[src/rtl/fc_classifier.sv]
// Fully-connected classifier: serial MAC over the pooled 3x3 map for NUM_OUT outputs,
// followed by ReLU, shift, 8-bit saturation and a running argmax.
module fc_classifier #(
   parameter int NUM_OUT = 4,
   parameter int CLS_W   = 2,
   parameter int SHIFT   = 4
) (
   input  logic                   clk,
   input  logic                   rst_n,
   input  logic                   fc_valid_i,
   input  logic [71:0]            fc_input,
   input  logic [NUM_OUT*72-1:0]  fc_weight,
   input  logic [NUM_OUT*16-1:0]  fc_bias,
   output logic                   fc_busy_o,
   output logic                   fc_valid_o,
   output logic [NUM_OUT*8-1:0]   fc_score_o,
   output logic [CLS_W-1:0]       fc_class_o
);

   typedef enum logic [1:0] {
      IDLE  = 2'd0,
      MAC   = 2'd1,
      STORE = 2'd2
   } state_t;

   state_t                   state_r;
   logic [7:0]               x_r [9];
   logic [3:0]               in_idx_r;
   logic [CLS_W-1:0]         out_idx_r;
   logic [CLS_W-1:0]         best_r;
   logic [CLS_W-1:0]         class_r;
   logic signed [23:0]       acc_r;
   logic signed [23:0]       max_acc_r;
   logic [7:0]               score_r [NUM_OUT];
   logic                     valid_r;
   logic                     busy_r;

   logic signed [7:0]        w_s [NUM_OUT][9];
   logic signed [15:0]       b_s [NUM_OUT];
   logic [7:0]               in_s [9];

   logic [7:0]               x_sel_s;
   logic signed [7:0]        w_sel_s;
   logic signed [16:0]       prod_s;
   logic signed [23:0]       prod_ext_s;
   logic [CLS_W-1:0]         next_out_s;
   logic signed [15:0]       next_bias_s;
   logic [23:0]              relu_s;
   logic [23:0]              q_s;
   logic [7:0]               sat_s;
   logic                     last_out_s;
   logic                     new_max_s;

   for (genvar i = 0; i < 9; i++) begin : g_in
      assign in_s[i] = fc_input[(i+1)*8-1 -: 8];
   end

   for (genvar o = 0; o < NUM_OUT; o++) begin : g_out
      assign b_s[o] = fc_bias[(o+1)*16-1 -: 16];
      assign fc_score_o[(o+1)*8-1 -: 8] = score_r[o];
      for (genvar i = 0; i < 9; i++) begin : g_w
         assign w_s[o][i] = fc_weight[(o*9+i+1)*8-1 -: 8];
      end
   end

   assign fc_busy_o  = busy_r;
   assign fc_valid_o = valid_r;
   assign fc_class_o = class_r;

   // MAC datapath and the ReLU / shift / saturate post-processing of the accumulator
   always_comb begin
      x_sel_s     = x_r[in_idx_r];
      w_sel_s     = w_s[out_idx_r][in_idx_r];
      prod_s      = $signed({1'b0, x_sel_s}) * w_sel_s;
      prod_ext_s  = {{7{prod_s[16]}}, prod_s};
      next_out_s  = out_idx_r + {{(CLS_W-1){1'b0}}, 1'b1};
      next_bias_s = b_s[next_out_s];
      last_out_s  = (out_idx_r == CLS_W'(NUM_OUT-1));
      new_max_s   = (acc_r > max_acc_r);
      if (acc_r[23]) begin
         relu_s = 24'd0;
      end else begin
         relu_s = acc_r;
      end
      q_s = relu_s >> SHIFT;
      if (q_s > 24'd255) begin
         sat_s = 8'hFF;
      end else begin
         sat_s = q_s[7:0];
      end
   end

   // Frame sequencer: accept, nine MAC steps per output, then store and argmax update
   always_ff @(posedge clk or negedge rst_n) begin
      if (!rst_n) begin
         state_r   <= IDLE;
         in_idx_r  <= 4'd0;
         out_idx_r <= '0;
         best_r    <= '0;
         class_r   <= '0;
         acc_r     <= 24'sd0;
         max_acc_r <= 24'sd0;
         valid_r   <= 1'b0;
         busy_r    <= 1'b0;
         for (int i = 0; i < 9; i++) begin
            x_r[i] <= 8'd0;
         end
         for (int o = 0; o < NUM_OUT; o++) begin
            score_r[o] <= 8'd0;
         end
      end else begin
         valid_r <= 1'b0;
         case (state_r)
            IDLE: begin
               if (fc_valid_i) begin
                  for (int i = 0; i < 9; i++) begin
                     x_r[i] <= in_s[i];
                  end
                  in_idx_r  <= 4'd0;
                  out_idx_r <= '0;
                  best_r    <= '0;
                  acc_r     <= {{8{b_s[0][15]}}, b_s[0]};
                  max_acc_r <= 24'sh800000;
                  busy_r    <= 1'b1;
                  state_r   <= MAC;
               end else begin
                  state_r   <= IDLE;
               end
            end
            MAC: begin
               acc_r <= acc_r + prod_ext_s;
               if (in_idx_r == 4'd8) begin
                  in_idx_r <= 4'd0;
                  state_r  <= STORE;
               end else begin
                  in_idx_r <= in_idx_r + 4'd1;
                  state_r  <= MAC;
               end
            end
            STORE: begin
               score_r[out_idx_r] <= sat_s;
               if (new_max_s) begin
                  max_acc_r <= acc_r;
                  best_r    <= out_idx_r;
               end else begin
                  max_acc_r <= max_acc_r;
               end
               if (!last_out_s) begin
                  out_idx_r <= next_out_s;
                  in_idx_r  <= 4'd0;
                  acc_r     <= {{8{next_bias_s[15]}}, next_bias_s};
                  state_r   <= MAC;
               end else begin
                  // Ties keep the earlier index, so only a strict win replaces best_r
                  class_r <= new_max_s ? out_idx_r : best_r;
                  valid_r <= 1'b1;
                  busy_r  <= 1'b0;
                  state_r <= IDLE;
               end
            end
            default: begin
               busy_r  <= 1'b0;
               state_r <= IDLE;
            end
         endcase
      end
   end

endmodule

[config.mk]
export PLATFORM = sky130hd
export DESIGN_NAME = fc_classifier
export DESIGN_NICKNAME = d
export VERILOG_FILES = /design/src/rtl/fc_classifier.sv
export SDC_FILE = /design/constraint.sdc
export NUM_CORES = 1
export LEC_CHECK = 0
export ABC_AREA = 0
export BUFFER_PORTS_ARGS = -buffer_cell sky130_fd_sc_hd__buf_2
export CAP_MARGIN = 20
export CORE_ASPECT_RATIO = 0.9
export CORE_MARGIN = 2
export CORE_UTILIZATION = 45
export CTS_BUF_LIST = sky130_fd_sc_hd__clkbuf_16
export DETAILED_ROUTE_END_ITERATION = 12
export PLACE_DENSITY = 0.69
export SLEW_MARGIN = 20
export SYNTH_ARGS = -nofsm -noshare
export SYNTH_HDL_FRONTEND = slang
export SYNTH_SLANG_ARGS = --single-unit
[constraint.sdc]
create_clock -name clk -period 16.1 [get_ports clk]
set_clock_uncertainty 0.1 [all_clocks]
set_input_delay 2.415 -clock clk [delete_from_list [all_inputs] [get_ports clk]]
set_output_delay 2.415 -clock clk [all_outputs]
set_load 0.03 [all_outputs]
==> qor.log, run 1 <==
qor: detailed_routing.routed_via_density 5.96
qor: clocking.h-tree-depth 4
qor: clocking.cts_root_buf sky130_fd_sc_hd__clkbuf_16
qor: floorplan.fp.dieArea 32800 µm²
qor: floorplan.floorplan.die.width 191 µm
qor: job.drv.max_cap_violation_count 0
qor: worst_setup_path.data_arrival_time_of_the_critical_path 9.02 ns
qor: worst_setup_path.critPathMaxFanout 42
qor: status.status finished, final reports clean
qor: worst_setup_path.timing.setup.critical_path_class reg -> reg
qor: logic_synthesis.synth_ff_type sky130_fd_sc_hd__dfrtp_1
qor: floorplan.floorplan.initialDensity 45.7%
qor: global_routing.wire_length_of_the_first_global_routing_pass 79.3 mm
qor: logic_synthesis.netlist_instances 1269
qor: cells_and_area.fillers 2768
qor: clocking.ctsLongestPathBuffers 2
qor: logic_synthesis.synthArstFlopShare 100%
qor: logic_synthesis.synth-seq-cells 166
qor: clocking.cts.clk_slew.worst_paths 0.07 ns
qor: logic_synthesis.number_of_enable_type_register_cells_in_the_synthesized_netlist 0
qor: timing.period_share 54.6%
qor: detailed_routing.postRouteAntennaNets 0
qor: timing.max_slew_violation_total_from_the_final_report 0
qor: clocking.cts_made_buffers 17
qor: floorplan.placement_row_count 61
qor: cells_and_area.regArea 4160 µm²
qor: worst_setup_path.worst-r2r-cell-count 23
qor: worst_setup_path.r2r_end acc_r[23]
qor: logic_synthesis.syn-mean-instance-area 11.1 µm²
qor: floorplan.chipHeight 172 µm
qor: placed_design.place_ws 6.99 ns
qor: floorplan.pin_count 463
qor: global_routing.grt_util_all_layers 34.3%
qor: min_path.hold_path.startpoint fc_score_o[24]
qor: timing.maxSlewHeadroom 24.9%
qor: global_routing.pin_count_of_the_biggest_net_entering_global_routing 77
qor: detailed_routing.routedWlPerCell 26.8 µm
qor: logic_synthesis.synth_nets 1858
qor: logic_synthesis.cell_area_after_synthesis 14100 µm²
qor: placed_design.gp_congestion 1.00
qor: detailed_routing.postRouteWirelength 57.2 mm
qor: worst_setup_path.timing.critical_path.to_type register
qor: detailed_routing.route.detailed.drc 0
qor: logic_synthesis.seq_area_frac_synth 29.4%
qor: cells_and_area.syn_to_final_growth 23.3%
qor: clocking.clock_insertion_delay_worst_skew 0.44 ns
qor: timing.setup_ws 7.31 ns
qor: placed_design.numPortBuffers 462
qor: global_routing.grt_antenna_before_repair 52
qor: worst_setup_path.worst_r2r_startpoint out_idx_r[0]
qor: detailed_routing.initialDrtViolationCount 1314
qor: timing.timing.final.setup_violations 0
qor: cells_and_area.fin_nets 2279
qor: clocking.cts.hold.buffers_added 0
qor: worst_setup_path.cp.required 16.33 ns
qor: detailed_routing.vias 12.7k
qor: clocking.cts.repair.resized 0
qor: logic_synthesis.synth_warnings 0
qor: min_path.hold_path.class reg -> reg
qor: timing.grt_setup_unrepaired no
qor: worst_setup_path.reg2reg_slack 7.31 ns
qor: timing.fmax 0.114 GHz
qor: cells_and_area.drive_gt1_share 42.5%
qor: timing.period_needed 8.79 ns
qor: global_routing.first_global_vias 12.1k
qor: timing.worstMarginPinSlew 1.13 ns
qor: min_path.min_delay_worst_endpoint fc_score_o[24]
qor: placed_design.dp_hpwl 47.2 mm
qor: timing.fin_tns_setup 0 ns
qor: clocking.cts_setup_buffers 0
qor: global_routing.grt_remaining_overflow 0
qor: floorplan.core_region_area 30900 µm²
qor: clocking.tritoncts done
qor: logic_synthesis.netlist-cell-type-count 59
qor: detailed_routing.firstDrtPassIters 5
qor: min_path.worst_hold_path.num_cells 2
qor: timing.timing.final.hold_violations 0
qor: cells_and_area.multi_input_comb_area 9230 µm²
qor: clocking.clock_sinks 166
qor: worst_setup_path.startpoint_type register
==> worst max-delay path, cell delays in order (launching register included) <==
cell                       delay [ns]
sky130_fd_sc_hd__dfrtp_4         0.66
sky130_fd_sc_hd__buf_4           0.61
sky130_fd_sc_hd__buf_4           0.73
sky130_fd_sc_hd__mux4_2          0.61
sky130_fd_sc_hd__mux4_2          0.48
sky130_fd_sc_hd__mux2i_1         0.17
sky130_fd_sc_hd__nor2_1          0.11
sky130_fd_sc_hd__a21oi_4         0.27
sky130_fd_sc_hd__nand2b_1        0.17
sky130_fd_sc_hd__fa_1            0.46
sky130_fd_sc_hd__fa_1            0.56
sky130_fd_sc_hd__inv_1           0.06
sky130_fd_sc_hd__fa_1            0.51
sky130_fd_sc_hd__fa_1            0.52
sky130_fd_sc_hd__fa_1            0.43
sky130_fd_sc_hd__ha_1            0.36
sky130_fd_sc_hd__nor3_1          0.27
sky130_fd_sc_hd__o21ai_1         0.10
sky130_fd_sc_hd__a31oi_1         0.35
sky130_fd_sc_hd__o31ai_1         0.15
sky130_fd_sc_hd__a211oi_1        0.35
sky130_fd_sc_hd__a21oi_1         0.13
sky130_fd_sc_hd__xnor2_1         0.14
sky130_fd_sc_hd__a221o_1         0.31
==> worst max path at each step <==
stage / startpoint / end / slack, ns / depth (start not counted)
2_1_floorplan: fc_weight[228] / acc_r[23] / 7.61 / 22
3_3_place_gp: fc_weight[174] / acc_r[23] / 7.06 / 22
3_5_place_dp: fc_weight[28] / acc_r[23] / 6.99 / 23
4_1_cts: out_idx_r[0] / acc_r[23] / 7.26 / 24
5_1_grt: out_idx_r[0] / acc_r[23] / 6.67 / 23
6_report: out_idx_r[0] / acc_r[23] / 7.31 / 23
==> per-layer routing <==
layer | track usage, % | up-vias | part of all wire (%)
li1 | - | 5537 | -
met1 | 43.9 | 6348 | 38
met2 | 52.3 | 682 | 46
met3 | 14.8 | 123 | 12
met4 | 12.0 | 14 | 3.3
met5 | 0 | - | 0.16
==> area by class of cell <==
type / instances / share of cell area (%)
clock inverters: 15 / 0.884
inverters: 111 / 2.39
repair buffers: 481 / 14.1
multi-input cells: 913 / 53.0
diodes: 19 / 0.273
clock buffers: 17 / 2.44
well taps: 409 / 2.94
flip-flops and latches: 166 / 23.9
==> synth_stat cells (3+ instances only) <==
library cell / instances / area [µm²]
sky130_fd_sc_hd__fa_1: 52 / 1040
sky130_fd_sc_hd__a21o_1: 20 / 150
sky130_fd_sc_hd__a221o_1: 6 / 60.1
sky130_fd_sc_hd__nor2b_1: 14 / 87.6
sky130_fd_sc_hd__inv_2: 5 / 18.8
sky130_fd_sc_hd__nand4_1: 4 / 25.0
sky130_fd_sc_hd__buf_6: 6 / 67.6
sky130_fd_sc_hd__mux2_2: 75 / 845
sky130_fd_sc_hd__o211ai_1: 16 / 120
sky130_fd_sc_hd__xnor2_1: 11 / 96.3
sky130_fd_sc_hd__dfrtp_1: 166 / 4150
sky130_fd_sc_hd__ha_1: 110 / 1380
sky130_fd_sc_hd__a21oi_1: 26 / 130
sky130_fd_sc_hd__nor3_1: 9 / 45.0
sky130_fd_sc_hd__a22o_1: 3 / 26.3
sky130_fd_sc_hd__a211oi_1: 6 / 45.0
sky130_fd_sc_hd__nor2_1: 74 / 278
sky130_fd_sc_hd__inv_1: 106 / 398
sky130_fd_sc_hd__and3_1: 4 / 25.0
sky130_fd_sc_hd__o311ai_1: 28 / 245
sky130_fd_sc_hd__or2_1: 4 / 25.0
sky130_fd_sc_hd__o21a_1: 5 / 37.5
sky130_fd_sc_hd__buf_1: 8 / 30.0
sky130_fd_sc_hd__nand2_1: 131 / 492
sky130_fd_sc_hd__o31ai_1: 33 / 248
sky130_fd_sc_hd__a21oi_4: 5 / 81.3
sky130_fd_sc_hd__nand2b_1: 18 / 113
sky130_fd_sc_hd__o2111ai_1: 3 / 26.3
sky130_fd_sc_hd__mux4_2: 117 / 2640
sky130_fd_sc_hd__o21ai_1: 24 / 120
sky130_fd_sc_hd__a22oi_1: 6 / 45.0
sky130_fd_sc_hd__o21ai_0: 12 / 60.1
sky130_fd_sc_hd__a31oi_1: 7 / 43.8
sky130_fd_sc_hd__xor2_1: 4 / 35.0
sky130_fd_sc_hd__mux2i_1: 20 / 200
sky130_fd_sc_hd__buf_2: 11 / 55.1
sky130_fd_sc_hd__clkbuf_1: 54 / 203
sky130_fd_sc_hd__nand3_1: 41 / 205
==> cells by family after synthesis <==
family / after synthesis / share of synthesized area, %
and+or+nand+nor: 309 / 9.79
AOI/OAI and AO/OA: 213 / 11.0
muxes: 213 / 26.1
buffers and inverters: 190 / 5.47
DFF: 166 / 29.4
adders and majority gates: 162 / 17.1
xor gates and xnor gates: 16 / 1.05
==> per-stage QoR <==
step / instances / util (%) / hold slack [ns] / area (µm²)
6_report: 2131 / 56.3 / 0.376 / 17400
3_5_place_dp: 2080 / 54.3 / 0.365 / 16800
3_3_place_gp: 2080 / 54.3 / 0.358 / 16800
4_1_cts: 2112 / 56.2 / 0.380 / 17400
2_1_floorplan: 1269 / - / 0.374 / 14100
5_1_grt: 2121 / 56.2 / 0.397 / 17400
==> registers in the layout, summed over array words and instances, names as in the netlist, 2 cells and up <==
| signal | cells |
|---|---|
| state_r | 2 |
| acc_r | 24 |
| x_r | 72 |
| max_acc_r | 24 |
| best_r | 2 |
| out_idx_r | 2 |
| fc_class_o | 2 |
| fc_score_o | 32 |
| in_idx_r | 4 |
==> placed cells by master, fill, tap and decap left out, drive strengths merged, types with 19 or more instances in the layout <==
cell,count
fa,52
a21oi,31
nand3,42
nand2,131
a21o,20
buf,481
nor2,74
dfrtp,166
diode,19
mux2,76
o31ai,33
ha,110
mux4,117
inv,117
o21ai,36
o311ai,28
mux2i,20
Power of run 1 is not shown: default switching activity piles up to over one toggle a cycle in this logic, so the estimate is an artifact.
==> run 2: changes to the inputs <==
--- a/config.mk
+++ b/config.mk
@@ -13,7 +13,7 @@
 export CORE_UTILIZATION = 45
 export CTS_BUF_LIST = sky130_fd_sc_hd__clkbuf_16
 export DETAILED_ROUTE_END_ITERATION = 12
-export PLACE_DENSITY = 0.69
+export PLACE_DENSITY = 0.72
 export SLEW_MARGIN = 20
 export SYNTH_ARGS = -nofsm -noshare
 export SYNTH_HDL_FRONTEND = slang
==> constraint.sdc (replaced) <==
create_clock -name clk -period 7.75 [get_ports clk]
set_clock_uncertainty 0.1 [all_clocks]
set_input_delay 1.1625 -clock clk [delete_from_list [all_inputs] [get_ports clk]]
set_output_delay 1.1625 -clock clk [all_outputs]
set_load 0.03 [all_outputs]
==> run 2 against run 1 <==
Against the previous run: maximum frequency increased by 20%; final cell count grew 1.5%; critical path depth fell by 1; core utilization up 0.70 points; largest cell class unchanged; highest routed layer unchanged.
==> qor.log, run 2 (synthesis results as in run 1) <==
qor: status.status finished, final reports clean
qor: placed_design.numPortBuffers 462
qor: timing.grt_setup_unrepaired no
qor: timing.period_needed 7.30 ns
qor: clocking.cts.hold.buffers_added 0
qor: cells_and_area.regMostFlops x_r
qor: cells_and_area.regArea 4160 µm²
qor: detailed_routing.postRouteAntennaNets 0
qor: global_routing.first_global_vias 12.7k
qor: timing.max_slew_violation_total_from_the_final_report 0
qor: global_routing.globalRouteMet2Util 52.5%
qor: detailed_routing.routedWlPerCell 27.2 µm
qor: detailed_routing.routed_via_density 5.96
qor: cells_and_area.final_common_cell sky130_fd_sc_hd__buf_2
qor: floorplan.core_region_area 30900 µm²
qor: timing.fin_tns_setup 0 ns
qor: global_routing.wire_length_of_the_first_global_routing_pass 82.0 mm
qor: clocking.clock_sinks 166
qor: floorplan.chipHeight 172 µm
qor: worst_setup_path.reg2reg_slack 0.45 ns
qor: timing.timing.final.setup_violations 0
qor: global_routing.gr-usage-met1 43.4%
qor: timing.worstMarginPinSlew 1.17 ns
qor: global_routing.busiest_layer met2
qor: cells_and_area.multi_input_comb_area 9230 µm²
qor: global_routing.grt_util_all_layers 35.5%
qor: placed_design.gp_congestion 1.01
qor: cells_and_area.largest_register_ffs 72
qor: detailed_routing.vias 12.9k
qor: clocking.cts_made_buffers 17
qor: clocking.clock_insertion_delay_worst_skew 0.44 ns
qor: detailed_routing.initialDrtViolationCount 1235
qor: clocking.cts.clk_slew.worst_paths 0.07 ns
qor: cells_and_area.fillers 2715
qor: timing.period_share 94.3%
qor: clocking.h-tree-depth 4
qor: detailed_routing.route.detailed.drc 0
qor: cells_and_area.syn_to_final_growth 24.8%
qor: global_routing.grt.met3_usage 17.5%
qor: clocking.cts_setup_buffers 0
qor: worst_setup_path.data_arrival_time_of_the_critical_path 7.52 ns
qor: timing.fmax 0.137 GHz
qor: detailed_routing.firstDrtPassIters 5
qor: floorplan.floorplan.die.width 191 µm
qor: floorplan.floorplan.initialDensity 45.7%
qor: global_routing.grt_antenna_before_repair 51
qor: clocking.tritoncts done
qor: timing.maxSlewHeadroom 21.7%
qor: worst_setup_path.critPathMaxFanout 26
qor: floorplan.pin_count 463
qor: min_path.hold_path.class reg -> reg
qor: cells_and_area.fin_nets 2305
qor: worst_setup_path.timing.setup.critical_path_class reg -> reg
qor: detailed_routing.postRouteWirelength 58.9 mm
qor: floorplan.fp.dieArea 32800 µm²
qor: floorplan.placement_row_count 61
qor: clocking.ctsLongestPathBuffers 2
qor: timing.timing.final.hold_violations 0
qor: global_routing.pin_count_of_the_biggest_net_entering_global_routing 88
qor: worst_setup_path.timing.critical_path.to_type register
qor: worst_setup_path.cp.required 7.97 ns
qor: clocking.cts_root_buf sky130_fd_sc_hd__clkbuf_16
qor: global_routing.grt_remaining_overflow 0
qor: cells_and_area.layout_common_cells 461 x sky130_fd_sc_hd__buf_2, 163 x sky130_fd_sc_hd__dfrtp_1, 130 x sky130_fd_sc_hd__nand2_1, 117 x sky130_fd_sc_hd__mux4_2, 109 x sky130_fd_sc_hd__ha_1
qor: placed_design.dp_hpwl 48.2 mm
qor: job.drv.max_cap_violation_count 0
qor: worst_setup_path.startpoint_type register
qor: clocking.cts.repair.resized 0
qor: cells_and_area.drive_gt1_share 43.3%
[run 2: changes by cell type in the layout (fill, tap and decap cells not counted), moves of 2 or more]
cell                        before  now
sky130_fd_sc_hd__inv_8           1    3
sky130_fd_sc_hd__inv_6           4    2
sky130_fd_sc_hd__buf_12          0    3
sky130_fd_sc_hd__clkinv_1        1    3
sky130_fd_sc_hd__buf_4          19   41
sky130_fd_sc_hd__bufinv_16       2    0
sky130_fd_sc_hd__diode_2        19   24
[run 2: layout make-up]
cell class	count	share of cell area (%)
Timing Repair Buffer	507	15.3
Sequential cell	166	23.6
Clock inverter	15	0.696
Multi-Input combinational cell	913	52.4
Tap cell	409	2.90
Inverter	111	2.36
Clock buffer	17	2.41
Antenna cell	24	0.341
[run 2: per-stage QoR]
step / worst slack [ns] / utilization, % / hold WS [ns] / area [µm²] / instances
3_3_place_gp: 0.320 / 55.0 / 0.357 / 17000 / 2106
6_report: 0.446 / 57.0 / 0.379 / 17600 / 2162
4_1_cts: 0.434 / 56.8 / 0.383 / 17600 / 2138
5_1_grt: 0.0895 / 57.0 / 0.403 / 17600 / 2155
2_1_floorplan: 0.514 / - / 0.374 / 14100 / 1269
3_5_place_dp: 0.273 / 55.0 / 0.365 / 17000 / 2106
[run 2: final timing paths]
kind | depth (start not counted) | endpoint | startpoint
worst max register to register | 22 | acc_r[23] | out_idx_r[0]
worst max-delay path | 22 | acc_r[23] | out_idx_r[0]
max in group asynchronous | 2 | x_r[34] | rst_n
worst min-delay path | 2 | fc_score_o[24] | fc_score_o[24]
min in group asynchronous | 1 | max_acc_r[22] | rst_n
worst min register to register | 2 | fc_score_o[24] | fc_score_o[24]
[run 2: metal layers]
layer	vias up	part of all wire, %
met5	-	0.26
met4	24	4.0
met3	158	14
met2	748	45
met1	6362	37
li1	5589	-
[run 2: critical path: stages, from the launching register on]
cell	delay (ns)
sky130_fd_sc_hd__dfrtp_4	0.77
sky130_fd_sc_hd__buf_12	0.27
sky130_fd_sc_hd__mux4_2	0.51
sky130_fd_sc_hd__mux4_2	0.52
sky130_fd_sc_hd__mux2i_1	0.14
sky130_fd_sc_hd__nor2_1	0.08
sky130_fd_sc_hd__a21oi_4	0.12
sky130_fd_sc_hd__nand2b_1	0.14
sky130_fd_sc_hd__fa_1	0.47
sky130_fd_sc_hd__fa_1	0.55
sky130_fd_sc_hd__inv_1	0.06
sky130_fd_sc_hd__fa_1	0.51
sky130_fd_sc_hd__fa_1	0.53
sky130_fd_sc_hd__fa_1	0.50
sky130_fd_sc_hd__ha_1	0.33
sky130_fd_sc_hd__o21ai_0	0.13
sky130_fd_sc_hd__o211ai_1	0.18
sky130_fd_sc_hd__a31oi_1	0.12
sky130_fd_sc_hd__o31ai_1	0.37
sky130_fd_sc_hd__a211oi_1	0.16
sky130_fd_sc_hd__a21oi_1	0.18
sky130_fd_sc_hd__xnor2_1	0.08
sky130_fd_sc_hd__a221o_1	0.31
Power of run 2 is left out for the same reason.
